==> src/rtl/tinycpu_mem_resp_if.sv <==
// ---------------------------------------------------------------------------
// tinycpu_mem_resp_if
//   Bus bundle between the tinycpu core (plus bench loader) and the memory
//   responder.
//
//   CPU request side : req, we, addr, wdata        (master -> slave)
//   CPU response side: rdata, ack                  (slave -> master)
//   Console          : out_data, out_valid         (slave -> master)
//   Bench load port  : ld_en, ld_addr, ld_data     (master -> slave)
//   Status           : busy                        (slave -> master)
// ---------------------------------------------------------------------------
interface tinycpu_mem_resp_if;
    logic       req;
    logic       we;
    logic [7:0] addr;
    logic [7:0] wdata;
    logic [7:0] rdata;
    logic       ack;
    logic [7:0] out_data;
    logic       out_valid;
    logic       ld_en;
    logic [7:0] ld_addr;
    logic [7:0] ld_data;
    logic       busy;

    modport master (
        output req, we, addr, wdata, ld_en, ld_addr, ld_data,
        input  rdata, ack, out_data, out_valid, busy
    );

    modport slave (
        input  req, we, addr, wdata, ld_en, ld_addr, ld_data,
        output rdata, ack, out_data, out_valid, busy
    );
endinterface

==> src/rtl/tinycpu_mem_resp.sv <==
// ---------------------------------------------------------------------------
// tinycpu_mem_resp
//   Target end of the tinycpu fetch/data bus. Holds a 256 x 8 RAM, serves
//   read/write requests over a req/ack handshake with WAIT_STATES extra
//   cycles, mirrors writes to OUT_ADDR onto a console output register, and
//   accepts bench-side preloads while idle.
//
//   Ports:
//     clk    - system clock, rising edge
//     reset  - asynchronous, active-low reset
//     bus    - tinycpu_mem_resp_if.slave (req/we/addr/wdata in, rdata/ack out,
//              out_data/out_valid console, ld_en/ld_addr/ld_data load, busy)
//
//   Parameters:
//     WAIT_STATES - extra cycles between acceptance and ack (0..15)
//     OUT_ADDR    - address whose writes also drive out_data
// ---------------------------------------------------------------------------
module tinycpu_mem_resp #(
    parameter int unsigned WAIT_STATES = 0,
    parameter logic [7:0]  OUT_ADDR    = 8'hFF
) (
    input  logic               clk,
    input  logic               reset,
    tinycpu_mem_resp_if.slave  bus
);

    localparam logic [3:0] LP_WAIT = 4'(WAIT_STATES);

    typedef enum logic [1:0] {
        IDLE = 2'd0,
        WAIT = 2'd1,
        ACK  = 2'd2
    } state_t;

    state_t     r_state;
    state_t     w_state_next;

    logic [3:0] r_cnt;
    logic       r_we;
    logic [7:0] r_addr;
    logic [7:0] r_wdata;
    logic [7:0] r_rdata;
    logic [7:0] r_out_data;
    logic       r_out_valid;

    logic [7:0] r_mem [256];

    logic       w_load;
    logic       w_accept;
    logic       w_access;
    logic       w_out_hit;
    logic       w_mem_we;
    logic [7:0] w_mem_addr;
    logic [7:0] w_mem_wdata;

    // Next-state and strobe decode. Loads win over requests in IDLE and the
    // request simply stays pending; loads anywhere else are dropped so they
    // can never collide with a CPU access on the RAM write port.
    always_comb begin
        w_state_next = r_state;
        w_load       = 1'b0;
        w_accept     = 1'b0;
        w_access     = 1'b0;
        case (r_state)
            IDLE: begin
                if (bus.ld_en) begin
                    w_load = 1'b1;
                end else if (bus.req) begin
                    w_accept     = 1'b1;
                    w_state_next = WAIT;
                end
            end
            WAIT: begin
                if (r_cnt == 4'd0) begin
                    w_access     = 1'b1;
                    w_state_next = ACK;
                end
            end
            ACK: begin
                // req is deliberately ignored here; a held req is re-accepted
                // only after the return to IDLE.
                w_state_next = IDLE;
            end
            default: begin
                w_state_next = IDLE;
            end
        endcase
    end

    assign w_out_hit = r_we && (r_addr == OUT_ADDR);

    // Single RAM write port shared by the loader and committed CPU writes;
    // the FSM guarantees the two never fire in the same cycle.
    always_comb begin
        w_mem_we    = 1'b0;
        w_mem_addr  = r_addr;
        w_mem_wdata = r_wdata;
        if (w_load) begin
            w_mem_we    = 1'b1;
            w_mem_addr  = bus.ld_addr;
            w_mem_wdata = bus.ld_data;
        end else if (w_access && r_we) begin
            w_mem_we = 1'b1;
        end
    end

    // RAM array: no reset, contents survive reset.
    always_ff @(posedge clk) begin
        if (w_mem_we) begin
            r_mem[w_mem_addr] <= w_mem_wdata;
        end
    end

    always_ff @(posedge clk or negedge reset) begin
        if (!reset) begin
            r_state     <= IDLE;
            r_cnt       <= 4'd0;
            r_we        <= 1'b0;
            r_addr      <= 8'h00;
            r_wdata     <= 8'h00;
            r_rdata     <= 8'h00;
            r_out_data  <= 8'h00;
            r_out_valid <= 1'b0;
        end else begin
            r_state <= w_state_next;

            if (w_accept) begin
                r_cnt   <= LP_WAIT;
                r_we    <= bus.we;
                r_addr  <= bus.addr;
                r_wdata <= bus.wdata;
            end else if ((r_state == WAIT) && (r_cnt != 4'd0)) begin
                r_cnt <= r_cnt - 4'd1;
            end

            // Registered read; rdata is left untouched outside a read access.
            if (w_access && !r_we) begin
                r_rdata <= r_mem[r_addr];
            end

            if (w_access && w_out_hit) begin
                r_out_data <= r_wdata;
            end

            // Raised on the access edge so it lines up with the ACK cycle.
            r_out_valid <= w_access && w_out_hit;
        end
    end

    assign bus.rdata     = r_rdata;
    assign bus.ack       = (r_state == ACK);
    assign bus.out_data  = r_out_data;
    assign bus.out_valid = r_out_valid;
    assign bus.busy      = (r_state != IDLE);

endmodule

==> src/flat_wrapper.sv <==
// flat-port wrapper written by rule: the top's interface ports become plain ports
module tinycpu_mem_resp_flat 
#(
    parameter int unsigned WAIT_STATES = 0,
    parameter logic [7:0]  OUT_ADDR    = 8'hFF
)
  (clk, reset, bus_req, bus_we, bus_addr, bus_wdata, bus_ld_en, bus_ld_addr, bus_ld_data, bus_rdata, bus_ack, bus_out_data, bus_out_valid, bus_busy);
  tinycpu_mem_resp_if bus_i ();
  input  logic clk;
  input  logic reset;
  input wire logic [$bits(bus_i.req)-1:0] bus_req;
  input wire logic [$bits(bus_i.we)-1:0] bus_we;
  input wire logic [$bits(bus_i.addr)-1:0] bus_addr;
  input wire logic [$bits(bus_i.wdata)-1:0] bus_wdata;
  input wire logic [$bits(bus_i.ld_en)-1:0] bus_ld_en;
  input wire logic [$bits(bus_i.ld_addr)-1:0] bus_ld_addr;
  input wire logic [$bits(bus_i.ld_data)-1:0] bus_ld_data;
  output wire logic [$bits(bus_i.rdata)-1:0] bus_rdata;
  output wire logic [$bits(bus_i.ack)-1:0] bus_ack;
  output wire logic [$bits(bus_i.out_data)-1:0] bus_out_data;
  output wire logic [$bits(bus_i.out_valid)-1:0] bus_out_valid;
  output wire logic [$bits(bus_i.busy)-1:0] bus_busy;
  assign bus_i.req = bus_req;
  assign bus_i.we = bus_we;
  assign bus_i.addr = bus_addr;
  assign bus_i.wdata = bus_wdata;
  assign bus_i.ld_en = bus_ld_en;
  assign bus_i.ld_addr = bus_ld_addr;
  assign bus_i.ld_data = bus_ld_data;
  assign bus_rdata = bus_i.rdata;
  assign bus_ack = bus_i.ack;
  assign bus_out_data = bus_i.out_data;
  assign bus_out_valid = bus_i.out_valid;
  assign bus_busy = bus_i.busy;
  tinycpu_mem_resp #(.WAIT_STATES(WAIT_STATES), .OUT_ADDR(OUT_ADDR)) u_core (.clk(clk), .reset(reset), .bus(bus_i));
endmodule
==> config.mk <==
export PLATFORM = sky130hd
export DESIGN_NAME = tinycpu_mem_resp_flat
export DESIGN_NICKNAME = d
export VERILOG_FILES = /design/src/rtl/tinycpu_mem_resp_if.sv /design/src/rtl/tinycpu_mem_resp.sv /design/src/flat_wrapper.sv
export SDC_FILE = /design/constraint.sdc
export NUM_CORES = 2
export LEC_CHECK = 0
export CORE_AREA = 2 2 429 431
export CTS_CLUSTER_SIZE = 30
export DETAILED_ROUTE_END_ITERATION = 10
export DIE_AREA = 0 0 431 433
export GPL_TIMING_DRIVEN = 0
export HOLD_SLACK_MARGIN = 0.12
export SLEW_MARGIN = 10
export SYNTH_ARGS = -nofsm -noshare
export SYNTH_HDL_FRONTEND = slang
export SYNTH_SLANG_ARGS = --single-unit
==> constraint.sdc <==
create_clock -name clk -period 4.9 [get_ports clk]
set_clock_uncertainty 0.15 [all_clocks]
set_input_delay 1.225 -clock clk [delete_from_list [all_inputs] [get_ports clk]]
set_output_delay 1.225 -clock clk [all_outputs]
set_load 0.01 [all_outputs]
== After elaboration in Yosys (flattened, before gate mapping) ==
Memory sizes are Yosys's and may differ from the RTL's. A register that Yosys moved wholly into a read port is not among the register bits.
Cells that the tools add are included.
Widths: inputs -> output; s select.

* Register bits after elaboration: 32
* RAM bits: 2048
* Memories: 1
* Bits of input ports: 37
* Output and inout port bits: 19

{| class="wikitable"
|+ Memories
! memory !! depth !! width !! rd ports !! clocked after Yosys merged registers in !! wr ports !! RTL line !! RTL
|-
| u_core.r_mem || 256 || 8 || 1 || 1 || 1 || tinycpu_mem_resp.sv:46 || <nowiki>logic [7:0] r_mem [256];</nowiki>
|}

* Reductions and logical operators: 13
* Muxes and demuxes: 19
* $add $sub $neg: 1
* Eq/ne operators: 6

{| class="wikitable"
|+ Operators by type and width
! cell !! count
|-
| $mux 8 || 2
|-
| $mux 1 || 11
|-
| $eq 8x8->1 const B || 1
|-
| $mux 4 || 2
|-
| $mux 2 || 3
|-
| $logic_and 1x1->1 || 5
|-
| $logic_not 4->1 || 1
|-
| $ne 2x2->1 const B || 2
|-
| $pmux 2 s2 || 1
|-
| $reduce_bool 2->1 || 2
|-
| $reduce_bool 4->1 || 1
|-
| $sub 4x1->4 const B || 1
|-
| $reduce_and 3->1 || 1
|-
| $eq 2x1->1 const B || 1
|-
| $eq 2x2->1 const B || 1
|-
| $logic_not 1->1 || 2
|-
| $logic_not 2->1 || 1
|-
| $ne 2x1->1 const B || 1
|}

== Depth between registers and ports, before layout ==
* Depth after elaboration: 8
* Gate-level depth with buffers: 14
* Depth with buffers taken out: 9

== Least setup slack after synthesis ==
No wires, ideal clock.

* Path type: input to register
* Start: in bus_ld_en
* End: mem u_core.r_mem[0][0] (data pin)
* Slack: -834 ps
* Arrival time: 4761 ps
* Library setup time: 823 ps
* Data required time: 3927 ps
* Path buffers: 1
* Stages on the path: 4
* Cells stage by stage: and2_1 clkbuf_1 nand2_1 nand2_1

* Cells in the longest elaborated chain, start to end: 3

{| class="wikitable"
|+ RTL lines
! element !! RTL line !! RTL
|-
| start: declaration || flat_wrapper.sv:15 || <nowiki>input wire logic [$bits(bus_i.ld_en)-1:0] bus_ld_en;</nowiki>
|-
| $mux 1 || tinycpu_mem_resp.sv:66 || <nowiki>if (bus.ld_en) begin</nowiki>
|-
| $mux 1 || tinycpu_mem_resp.sv:64 || <nowiki>case (r_state)</nowiki>
|-
| $mux 8 || tinycpu_mem_resp.sv:98 || <nowiki>if (w_load) begin</nowiki>
|-
| net u_core.w_mem_wdata[0] || tinycpu_mem_resp.sv:54 || <nowiki>logic [7:0] w_mem_wdata;</nowiki>
|-
| end: declaration || tinycpu_mem_resp.sv:46 ||
|}

The timed path passes the listed nets, and every way through them passes these cells.

== Worst setup path in the final report ==
* Start: reg u_core.r_addr[0]
* End: mem u_core.r_mem[240][3], enable pin

* Cells in the longest elaborated chain, start to end: 1

{| class="wikitable"
|+ RTL lines
! element !! RTL line !! RTL
|-
| start: declaration || tinycpu_mem_resp.sv:40 || <nowiki>logic [7:0] r_addr;</nowiki>
|-
| start signal: assignment || tinycpu_mem_resp.sv:130 || <nowiki>r_addr <= bus.addr;</nowiki>
|-
| $mux 8 || tinycpu_mem_resp.sv:98 ||
|}

Every way passes these cells.

==> results.md <==
- The count of nets left with antenna violations once routing finished came out at 0.
- The final reports fail on capacitance limit, setup timing.
- Setup slack on the critical path of the routed design comes to -209 ps.
- The flow ran to the end, but the final reports show violations.
- The number of flops mapped to enable cells by yosys is 2048.
- The most common cell in the synthesized netlist is sky130_fd_sc_hd__edfxtp_1.
- The total of endpoints with negative setup slack in the final report is 332.
- Timing would allow up to 196 MHz.
- The die outline height is 433 µm.
- The largest driver fanout on the critical path is 10.
- After layout, the design draws a total of 63700 µW.
- The endpoint identified for the worst register-to-register timing path is u_core.r_mem[240][3].
- The number of levels in the clock H-tree is 4.
- The CTS tree is done.
- The final estimated routing congestion in global placement is 1.05.
- The number of hold violations in the final report was 0.
- The number of DRC markers after the initial detailed-route iteration is 8768.
- In the final layout, the share of cells above drive strength 1 is 0.280.
- The worst reg2reg path startpoint is u_core.r_addr[0].
- The average wire length per cell after detail routing is 46.1 µm.
- The number of vias per cell is 6.82.
- The number of global-route vias before repair is 43.0k.
- The fraction of the mapped netlist area in compound gates was 0.0264.
- Across the run, the number of max-cap violations was 1.
- The share of synthesized area in the top cell type comes to 0.755.
- The global router's overall resource usage is 0.334.
- For this design the top-level I/O count stands at 56.
- The final cell utilization of the core is 0.516.
- For this run the aggregate overflow at the end of global routing stands at 0.
- The insertion delay to the later sink of the worst-skew pair is 870 ps.
- The maximum root-to-sink buffer count is 3.
- Of the total synthesized cell area, the portion taken by full adders, half adders and majority gates is 0.000307.
- The first TritonRoute pass finished after 9 iterations.
- The biggest area contributor in the post-synthesis netlist is sky130_fd_sc_hd__edfxtp_1.
- The smallest clock period supported by the final layout is computed as 5110 ps.
- After synthesis, the share of flip-flops with an asynchronous set or reset is 0.0192.
- After synthesis the netlist holds a flip-flop and latch count of 2088.
- OpenSTA, run right after detailed placement, puts the worst setup slack at -1890 ps.
- The total power per unit cell area is 678 nW/µm².
- The first-pass GRT wire length is 405000 µm.
- In this run the cell area of the synthesized design comes to 81500 µm².
- Clock-pin slew was measured on the worst setup and hold paths at 60 ps.
- The share of the Yosys chip area taken by registers is 0.767.
- In this run the tool buffered the top-level ports with 55 buffer cells.
- The setup path with the least slack is of type reg2reg.
- The area of the core is 182000 µm².
- In this run the worst hold path is classified as in2async.
- STA classifies the critical path endpoint as a flip-flop.
- The leakage power summed over all cells is 0.0292 µW.
- Sorting the synthesized cells by how often they occur yields 2048 x sky130_fd_sc_hd__edfxtp_1, 478 x sky130_fd_sc_hd__mux4_2, 298 x sky130_fd_sc_hd__nor2_1.
- Data on the critical path arrives at its endpoint at 5430 ps.
- VDD sags by at most 717 µV.
- Of the total synthesized cell area, the portion taken by AND, OR, NAND and NOR gates is 0.0286.
- Counting every instance in the synthesized netlist gives 3879.
- The library cell contributing the largest single delay on the critical path is sky130_fd_sc_hd__clkbuf_4.
- The main combinational cell family by area after synthesis is multiplexers.
- Counting cells, the worst reg-to-reg path comes to 11.
- The most repeated library cell on the critical path is sky130_fd_sc_hd__buf_6.
- The number of library cell types mapped by synthesis is 71.
- The average instance in the mapped netlist occupies 21.0 µm².
- The kind of launch point of the worst setup path is a flip-flop.
- In the finished design, the share of the clock period the worst path needs comes to 1.04.
- In the synthesized netlist the dominant register cell turns out to be sky130_fd_sc_hd__edfxtp_1.
- For the worst setup path, the data required time is 5230 ps.
- The final count of pins violating max slew came to 0.
- The die area is 187000 µm².
- The worst relative slew slack is 0.00268.
- The sum of net half-perimeters after detailed placement is 202000 µm.
- The post-layout instance area is 94000 µm².
- The post-synthesis mux area share is 0.161.
- The cell area after placement is 86000 µm².
- For this configuration, the core starts out at a cell density of 0.447.
- The signal on the critical path passes through buf_6 -> buf_6 -> buf_6 -> buf_6 -> buf_4 -> buf_6 -> buf_6 -> o31ai_4 -> nand3_2 -> clkbuf_4 -> nor2_2.
- The largest net degree at the start of global routing is 141.
- By area the synthesized netlist is led by sky130_fd_sc_hd__edfxtp_1 75%, sky130_fd_sc_hd__mux4_2 13%, sky130_fd_sc_hd__mux2i_1 2.1%.
- The parity-gate share of the synthesized area counting xor and xnor cells is 0.000322.
- Wires add up to 311000 µm.
- For this block, the via count after detailed routing is 46.0k.
- For the pin with the worst max-slew slack, the measured transition is 1460 ps.
- For flop-to-flop paths, the worst setup slack is -210 ps.
- The Yosys step of the flow raised 0 warnings.
- The clock drives 2088 sinks.
- From left edge to right edge, the die measures 431 µm.
- The library cell used as clock root buffer is sky130_fd_sc_hd__clkbuf_16.
- Setup repair after global routing could not meet its margin everywhere.
- Summed over all failing endpoints, the final setup total negative slack is -23790 ps.
- The number of rows created at floorplan is 157.
- For this run, the slowest stage of the critical path takes 610 ps.
- When the netlist entered floorplanning its net count stood at 3918.
- The initial antenna violation count is 14.
- Buffers inserted during clock tree synthesis total 208.
- The final layout contains 4220 nets.
- The post-synthesis to final-layout area growth is 15.3%.
- In the routed design, unresolved DRC markers number 0.
- The cts-stage hold buffer count is 0.
registers in the layout (all words and copies together) (netlist names):
signal                flops
u_core.r_wdata            8
u_core.bus.out_data       8
u_core.bus.out_valid      1
u_core.r_state            2
u_core.r_cnt              4
u_core.r_addr             8
u_core.r_we               1
u_core.bus.rdata          8
u_core.r_mem           2048
area by class of cell:
class                           count  area (µm²)
Antenna cell                       10        25.0
Buffer                            227        1550
Clock buffer                      254        5420
Clock inverter                    128        1020
Fill cell                       14265       88100
Inverter                            7        30.0
Multi-Input combinational cell   1555       19000
Sequential cell                  2088       62500
Tap cell                         2385        2980
Timing Repair Buffer               94        1430
metal layers:
metal | global-route usage | vias to the layer above | part of all wire
met3 | 0.105 | 780 | 0.13
met1 | 0.439 | 24587 | 0.36
met5 | 0 | - | 0.000087
met4 | 0.201 | 4 | 0.073
met2 | 0.489 | 3826 | 0.44
li1 | - | 16822 | -
logic make-up (layout without fill, tap and decap cells):
kind of cell	Yosys count	in the layout
flip-flops	2088	2088
multiplexers	694	694
AND/OR/NAND/NOR	553	553
AO/OA/AOI/OAI	303	303
buffers and inverters	236	710
XOR/XNOR	3	3
adder cells (fa/ha/maj)	2	2
other	0	10
worst max-delay path: cells and delay by family, from the launching register on:
family,cells,cell delay [ps]
buffers and inverters,8,2350
DFF,1,370
AOI/OAI and AO/OA,1,580
and+or+nand+nor,2,1100
placed cells by master (no fill, tap or decap), drive strengths merged, types with 9 or more instances in the layout:
cell           synthesis  routed
nor2                 298     298
clkbuf               100     355
a22oi                 31      31
a21oi                 27      27
a211oi                27      27
nand3b                15      15
o221ai                33      33
o22ai                 49      49
bufinv                 0      10
nor3                  13      13
nand3                 36      36
nand2                144     144
mux2i                172     172
dfrtp                 40      40
buf                  129     165
clkinv                 1     111
o21ai                 53      53
diode                  0      10
mux2                  36      36
nor2b                 10      10
a2111oi                9       9
a221oi                10      10
clkdlybuf4s50          0      54
edfxtp              2048    2048
mux4                 486     486
stage by stage:
step | instances | hold slack (ps)
finish | 6748 | 208
global placement | 6319 | 342
floorplan | 3879 | 347
global route | 6739 | 243
CTS | 6736 | 195
detailed placement | 6349 | 345
how the worst max path moves through the flow:
| stage | startpoint | to | slack (ps) | cells after the start |
|---|---|---|---|---|
| detailed placement | u_core.r_addr[2] | u_core.r_mem[72][7] | -1890 | 9 |
| global placement | bus_ld_en | u_core.r_mem[128][6] | -2690 | 5 |
| finish | u_core.r_addr[0] | u_core.r_mem[240][3] | -210 | 11 |
| CTS | u_core.r_addr[0] | u_core.r_mem[21][7] | -240 | 12 |
| floorplan | bus_ld_en | u_core.r_mem[0][0] | 720 | 4 |
| global route | u_core.r_addr[0] | u_core.r_mem[240][3] | -110 | 11 |
report_power, final:
part | switching [µW] | leakage, µW | internal [µW]
Clock | 7010 | 0.00314 | 8390
Combinational | 18500 | 0.00708 | 6760
Sequential | 161 | 0.0190 | 22900
repair_timing:
action / in CTS / in global routing
resized for setup: 358 / 43
setup buffers: 7 / 1
pin swaps: 5 / 1
cloned: 0 / 0
endpoints found under the setup margin: 2024 / 698
(Power assumes the default switching activity.)
